--- src/rtl/up_counter.sv ---
// Enable-gated binary up-counter with configurable terminal value, combinational carry-out and sticky wrap flag.
// Define UP_COUNTER_SATURATE_EN to hold at MAX_COUNT instead of wrapping to zero.
module up_counter #(
  parameter int                 WIDTH     = 4,
  parameter logic [WIDTH-1:0]   MAX_COUNT = {WIDTH{1'b1}}
) (
  input  logic             clk,
  input  logic             rst,
  input  logic             enb,
  output logic [WIDTH-1:0] count,
  output logic             tc,
  output logic             wrapped
);

  logic [WIDTH-1:0] count_reg;
  logic [WIDTH-1:0] count_next;
  logic             wrapped_reg;
  logic             wrapped_next;
  logic             at_max;

  assign at_max = (count_reg == MAX_COUNT);

  // An X/Z enb falls through to the hold branch, so state is never corrupted.
  always_comb begin
    count_next   = count_reg;
    wrapped_next = wrapped_reg;
    if (enb) begin
      if (count_reg < MAX_COUNT) begin
        count_next = count_reg + WIDTH'(1);
      end else if (at_max) begin
`ifdef UP_COUNTER_SATURATE_EN
        count_next = MAX_COUNT;
`else
        count_next = '0;
`endif
        wrapped_next = 1'b1;
      end else begin
        // Out-of-range value (never reached from reset): recover to zero.
        count_next = '0;
      end
    end
  end

  always_ff @(posedge clk) begin
    if (rst) begin
      count_reg   <= '0;
      wrapped_reg <= 1'b0;
    end else begin
      count_reg   <= count_next;
      wrapped_reg <= wrapped_next;
    end
  end

  // Unregistered so a downstream stage can use tc directly as its enb.
  assign tc      = enb && at_max;
  assign count   = count_reg;
  assign wrapped = wrapped_reg;

endmodule

--- config.mk ---
export PLATFORM = sky130hd
export DESIGN_NAME = up_counter
export DESIGN_NICKNAME = d
export VERILOG_FILES = /design/src/rtl/up_counter.sv
export SDC_FILE = /design/constraint.sdc
export NUM_CORES = 1
export LEC_CHECK = 0
export BUFFER_PORTS_ARGS = -buffer_cell sky130_fd_sc_hd__buf_4
export CAP_MARGIN = 20
export CORE_AREA = 2 2 39 41
export DETAILED_ROUTE_END_ITERATION = 10
export DIE_AREA = 0 0 41 43
export GPL_TIMING_DRIVEN = 0
export SLEW_MARGIN = 20
export SYNTH_ARGS = -nofsm -noshare
export SYNTH_HDL_FRONTEND = slang
export SYNTH_SLANG_ARGS = --single-unit
--- constraint.sdc ---
create_clock -name clk -period 1.9 [get_ports clk]
set_input_delay 0.38 -clock clk [delete_from_list [all_inputs] [get_ports clk]]
set_output_delay 0.38 -clock clk [all_outputs]
set_load 0.02 [all_outputs]
; Yosys cells after proc, flatten, opt, wreduce, memory -nomap -nowiden
; Cells that the tools add are included.
[totals]
output_inout_bits = 6
word_cells = 9
input_bits = 3
regBits = 5
[classes]
n_mux = 1
n_bitwise = 1
addsub = 1
n_eq_ne = 1
n_reduce_logical = 2
magnitude_cmp = 1
[op_table]
columns = cell, n
row1 = 4-bit by 1-bit adder with 4-bit output (second input constant), 1
row2 = 4-bit equality test (second input constant), 1
row3 = 4-bit < comparator (second input constant), 1
row4 = 4-bit two-way mux, 1
row5 = 3-bit AND reduction, 1
row6 = 1-bit logical AND, 1
row7 = 1-bit NOT, 1

; Logic depth before layout (Yosys ltp)
; Gate-level depths: netlist (run 1).
[logic_depth]
depth_word = 3
depth_mapped = 4
ltp_nobuf = 4

; Worst setup path after synthesis (run 1)
; OpenSTA, ideal clock, no wires.
[synth_path]
kind = flip-flop to output port
start = reg count_reg[0], in the netlist count[0]
end = out tc
n_path_buf = 0
arrival_time_ns = 0.966
t_required_ns = 1.520
path_stages_with_launch = 3
path_slack_ns = 0.554
path_cell_list = dfxtp_1 > ha_1 > and4_4
[synth_via]
elab_chain_len = 2
[synth_rtl]
columns = element, line
row1 = from (decl), 15  ; logic [WIDTH-1:0] count_reg;
row2 = from (signal assigned), 49  ; count_reg <= count_next;
row3 = 4-bit equality test, 21  ; assign at_max = (count_reg == MAX_COUNT);
row4 = 1-bit logical AND, 55  ; assign tc = enb && at_max;
row5 = to (decl), 11  ; output logic tc,
; Every way passes these cells.

; Worst setup path in the final report (run 1)
; Ends and elaborated chain as after synthesis.

==> reports/summary.md, run 1 <==
Status
• run status: complete, no violations

Setup path
• Critical Path Source Type: flip-flop
• Arrival @ worst endpoint: 1.19 ns
• critical setup path kind: flip-flop to output port
• sequence of cells on the critical path: ha_1 -> and4_4 -> buf_4
• endpoint class of the critical path: output port
• Crit path largest cell delay: 0.38 ns
• Slowest cell on crit path: dfxtp_1
• data required time of the worst path: 1.52 ns
• Reg2Reg Depth: 4
• critical path peak fanout: 4

Route
• routed via count divided by cell count: 3.86
• number of DRC violations after detailed-routing iteration 0: 1
• antenna violation net count after detailed routing: 0
• average routed wire per standard cell: 8.55 µm
• detailed-route DRC error count: 0
• final WL: 419 µm
• routed via count: 189
• first-pass iteration count of the detailed router: 2

Logic synthesis
• Post-Syn Nets: 25
• Distinct cells, synth: 12
• cell area after synthesis: 210 µm²
• adder-cell area share of the yosys netlist: 0.0595
• proportion of synthesized area in mux cells: 0.0476
• dominant combinational cell family by area after synthesis: simple AND/OR/NAND/NOR gates
• register bit count reported by yosys: 5
• simple logic cell fraction of the synthesized area: 0.244
• instance count of the mapped netlist: 21
• cells taking the most area after synthesis: dfxtp_1, nor2_1, xor2_1
• complex-gate fraction of the synthesized area: 0.0476
• Seq/Total Area, Yosys: 0.476
• per-instance average area after synthesis: 10.0 µm²
• Synth top area share: 0.476
• Syn. warnings: 0
• cell taking the most area after synthesis: dfxtp_1
• area share of xor/xnor cells in the synthesized design: 0.125

Place
• number of I/O port buffers: 8
• final weighted congestion in routability-driven placement: 0.690

Timing
• transition time at the pin with the least slew margin: 0.183 ns
• Final setup viols: 0
• Max-Slew Margin vs Limit: 0.878
• max-slew violations: 0
• post-route fraction of the period consumed by the critical path: 0.828
• final period demand of the worst path: 1.57 ns
• Final Hold Violating Endpoints: 0
• skew final: 0.00553 ns
• maximum frequency from static timing analysis: 0.636 GHz
• total negative slack for setup checks: 0 ns
• setup repair after global routing missed its margin: false

Clocking
• clock tree from TritonCTS: built
• Clock Path Buffers: 2
• TritonCTS Buffers: 3
• total of cells resized after clock tree synthesis: 0
• post-CTS setup buffers: 0
• number of hold buffers added after cts: 0
• worst-skew pair later-pin latency: 0.24 ns
• H-tree levels: 1
• clock-pin slew on the worst setup and hold paths: 0.05 ns
• clock tree sinks: 5
• CTS root buf: clkbuf_4

Floorplanning
• core region area: 1380 µm²
• horizontal die dimension: 41 µm
• I/O pin cnt: 9
• Std-Cell Rows: 14
• Die Footprint: 1760 µm²
• height of the die: 43 µm
• starting density of the core: 0.152

Worst hold path
• class of the worst hold path: input port to flip-flop
• WHS Path Cells: 2

Final layout
• share of cells above drive strength 1: 0.394
• post-layout net count: 38
• most common cell after layout, fill and taps aside: buf_4
• number of antenna diodes: 0
• synthesis-to-layout area growth: 50.6%
• most used cells in the layout excluding fill and tap cells: buf_4, nor2_1, dfxtp_1, clkbuf_4, xor2_1
• number of flip-flops under the largest register name: 4
• Filler Cells Inserted: 163

Pwr
• power density normalized to cell area: 848 nW/µm²
• standby leakage power: 0.141 nW
• Peak supply drop: 0.000323 V
• Total Power Consumption: 0.268 mW

Flow run
• max-cap viol count: 0

GRT
• antenna violations before repair: 0
• via count of the first global-routing pass: 171
• total grt overflow: 0
• largest net degree at the start of global routing: 6
• global-route wire length before repair: 690 µm
• gr usage total: 0.0663

-- synth_stat cells (all sizes together) --
cell type	count
and4	1
dfxtp	5
ha	1
mux2i	1
nand2	1
nand3	1
nand4	1
nor2	5
o21ba	1
or2	1
xnor2	1
xor2	2
-- worst paths after layout --
path	from	end	slack, ns
worst max-delay path	count[0]$_SDFFE_PP0P_	tc	0.33
worst min-delay path	rst	count[2]$_SDFFE_PP0P_	0.32
worst max register to register	count[0]$_SDFFE_PP0P_	count[0]$_SDFFE_PP0P_	0.75
worst min register to register	wrapped$_SDFFE_PP0P_	wrapped$_SDFFE_PP0P_	0.49
-- cells by family after synthesis --
family	Yosys count
adder cells (fa/ha/maj)	1
multiplexers	1
AO/OA/AOI/OAI	1
flip-flops	5
XOR/XNOR	3
AND/OR/NAND/NOR	10
-- per-layer routing --
metal	routed length, µm	vias up	part of all wire	GRT usage
met5	0	-	0	0
met4	0	0	0	0.0400
met3	47	0	0.11	0.0785
met2	180	10	0.43	0.0750
met1	191	84	0.46	0.0675
li1	-	95	-	-
-- worst max-delay path, delay by kind of cell (launching register included) --
kind	cells	cell delay, ns
adder cells (fa/ha/maj)	1	0.21
buffers and inverters	1	0.14
flip-flops	1	0.38
AND/OR/NAND/NOR	1	0.23
-- through the flow --
| stage | hold slack (ns) | util | instance area, µm² | instances | setup WS, ns |
|---|---|---|---|---|---|
| after CTS | 0.312 | 0.229 | 317 | 49 | 0.312 |
| after floorplan | 0.452 | - | 210 | 21 | 0.554 |
| after global routing | 0.324 | 0.229 | 317 | 49 | 0.241 |
| final | 0.317 | 0.229 | 317 | 49 | 0.327 |
| after global placement | 0.473 | 0.210 | 290 | 45 | 0.577 |
| after detailed placement | 0.483 | 0.210 | 290 | 45 | 0.568 |
-- layout make-up --
class / instances / area (µm²) / area share
tap: 16 / 20.0 / 0.0632
sequential: 5 / 100 / 0.316
timing repair buffer: 8 / 60.1 / 0.190
clock buffer: 4 / 26.3 / 0.0830
multi-input combinational: 16 / 110 / 0.348
-- power breakdown --
part           switching (mW)  internal (mW)
logic                  0.0146         0.0151
clock network          0.0440         0.0794
registers             0.00520          0.110
total                  0.0638          0.204
Note: power is estimated with default switching activity, not from simulation.
==> run 2: changes to the inputs <==
==> constraint.sdc (replaced) <==
create_clock -name clk -period 1.5 [get_ports clk]
set_input_delay 0.3 -clock clk [delete_from_list [all_inputs] [get_ports clk]]
set_output_delay 0.3 -clock clk [all_outputs]
set_load 0.02 [all_outputs]
==> run 2 against run 1 <==
Compared with the run above: routed wire length increased by 11%; final cell count unchanged; non-clock buffer count unchanged; die area unchanged; count of clock-buffer cells in the layout unchanged; utilization increased by 1.1 points; final area increased by 4.7%; sequential power increased by 30%; critical endpoint unchanged; largest power group unchanged; highest routed layer unchanged.
==> reports/summary.md, run 2 (synthesized netlist as in run 1, its figures left out) <==
Status
• run status: complete, no violations

Setup path
• critical setup path kind: flip-flop to output port
• Slowest cell on crit path: dfxtp_2
• Critical Path Source Type: flip-flop
• Crit path largest cell delay: 0.38 ns, about the same
• endpoint class of the critical path: output port
• Crit path max-delay family: flip-flops
• Worst R2R Setup Slack: 0.41 ns, -0.34 ns
• Worst setup startpoint: count[0]$_SDFFE_PP0P_
• critical path peak fanout: 4, unchanged
• Arrival @ worst endpoint: 1.13 ns, -0.06 ns
• sequence of cells on the critical path: ha_4 -> and4_4 -> buf_4
• count of buffering cells on the critical path with inverters included: 1, unchanged
• data required time of the worst path: 1.20 ns, -0.32 ns
• startpoint of the worst-slack reg-to-reg timing path: count[0]$_SDFFE_PP0P_

Timing
• maximum frequency from static timing analysis: 0.700 GHz
• transition time at the pin with the least slew margin: 0.182 ns, -0.000611 ns
• Final setup viols: 0, unchanged
• final period demand of the worst path: 1.43 ns
• Max-Slew Margin vs Limit: 0.878, about the same
• Worst Hold Slack: 0.241 ns, -0.0764 ns
• Final Hold Violating Endpoints: 0, unchanged
• post-route fraction of the period consumed by the critical path: 0.953
• setup repair after global routing missed its margin: false
• skew final: 0.00655 ns, +0.00102 ns
• max-slew violations: 0, unchanged
• total negative slack for setup checks: 0 ns, unchanged

Flow run
• max-cap viol count: 0, unchanged

Clocking
• clock tree sinks: 5, unchanged
• number of hold buffers added after cts: 0, unchanged
• clock tree from TritonCTS: built
• post-CTS setup buffers: 0, unchanged
• H-tree levels: 1, unchanged
• CTS root buf: clkbuf_4
• TritonCTS Buffers: 3, unchanged
• worst-skew pair later-pin latency: 0.24 ns, about the same
• clock-pin slew on the worst setup and hold paths: 0.05 ns, about the same
• Clock Path Buffers: 2, unchanged

Place
• final weighted congestion in routability-driven placement: 0.690, unchanged
• number of I/O port buffers: 8, unchanged
• Placed Instances: 45, unchanged

Floorplanning
• starting density of the core: 0.152, unchanged
• I/O pin cnt: 9, unchanged
• height of the die: 43 µm, unchanged
• Std-Cell Rows: 14, unchanged
• horizontal die dimension: 41 µm, unchanged
• core region area: 1380 µm², unchanged
• Die Footprint: 1760 µm², unchanged

Final layout
• post-layout util: 0.240, +0.0108
• synthesis-to-layout area growth: 57.7%
• final cell count without fillers: 49, unchanged
• most used cells in the layout excluding fill and tap cells: buf_4, nor2_1, clkbuf_4, dfxtp_1
• most common cell after layout, fill and taps aside: buf_4
• number of antenna diodes: 0, unchanged
• post-layout net count: 38, unchanged
• number of flip-flops under the largest register name: 4, unchanged
• share of cells above drive strength 1: 0.485, +0.0909

Pwr
• power density normalized to cell area: 1050 nW/µm², +24%
• share of power burned in the clock network: 0.450, -0.010
• share of power burned in registers: 0.432, +0.003
• switching power: 0.0848 mW, +33%
• Peak supply drop: 0.000426 V, +32%
• Total Power Consumption: 0.348 mW, +30%
• standby leakage power: 0.140 nW, -0.76%
• part of the power in combinational logic: 0.118, +0.007
• switching share of total power: 0.244, +0.00610
• total internal power: 0.263 mW, +29%

GRT
• antenna violations before repair: 0, unchanged
• total grt overflow: 0, unchanged
• via count of the first global-routing pass: 171, unchanged
• global-route wire length before repair: 690 µm, unchanged
• gr usage total: 0.0663, unchanged
• largest net degree at the start of global routing: 6, unchanged

Route
• routed via count divided by cell count: 3.76, -2.6%
• antenna violation net count after detailed routing: 0, unchanged
• final WL: 466 µm, +11%
• first-pass iteration count of the detailed router: 1, -1
• number of DRC violations after detailed-routing iteration 0: 0, -1
• routed via count: 184, -2.6%
• average routed wire per standard cell: 9.51 µm, +11%
• detailed-route DRC error count: 0, unchanged

Worst hold path
• class of the worst hold path: input port to flip-flop
• min-delay src: rst

run 2: cell counts in the layout (fill, tap and decap cells not counted):
Identical to the previous run, type by type.
run 2: power groups by stage:
stage	combinational, mW	sequential (mW)	clock, mW
2_1_floorplan	0.0135	0.154	0
3_3_place_gp	0.0375	0.148	0
3_5_place_dp	0.0382	0.148	0
4_1_cts	0.0385	0.147	0.162
5_1_grt	0.0457	0.151	0.177
6_report	0.0409	0.150	0.156
run 2: cell type report:
cell class	instances	area (µm²)
sequential	5	103
clock buffer	4	26.3
timing repair buffer	8	60.1
fill	161	1050
multi-input combinational	16	123
tap	16	20.0
run 2: per-layer routing:
metal / vias to the layer above / global-route usage / wire (µm)
met5: - / 0 / 0
met4: 0 / 0.0400 / 0
met3: 0 / 0.0785 / 42
met2: 8 / 0.0750 / 224
met1: 82 / 0.0675 / 199
li1: 94 / - / -
run 2: timing repair:
item,in CTS,in global routing
pin swaps,0,0
resized for setup,1,3
endpoints found under the setup margin,1,1
run 2: worst paths after layout:
kind | endpoint | cells past startpoint
hold reg to reg | wrapped$_SDFFE_PP0P_ | 1
setup / recovery | tc | 3
hold / removal | count[2]$_SDFFE_PP0P_ | 2
setup reg to reg | count[0]$_SDFFE_PP0P_ | 4
run 2: through the flow:
step           area, µm²  setup WS, ns
6_report             332        0.0712
2_1_floorplan        210         0.234
3_5_place_dp         290         0.248
4_1_cts              318        0.0120
5_1_grt              332        0.0159
3_3_place_gp         290         0.257
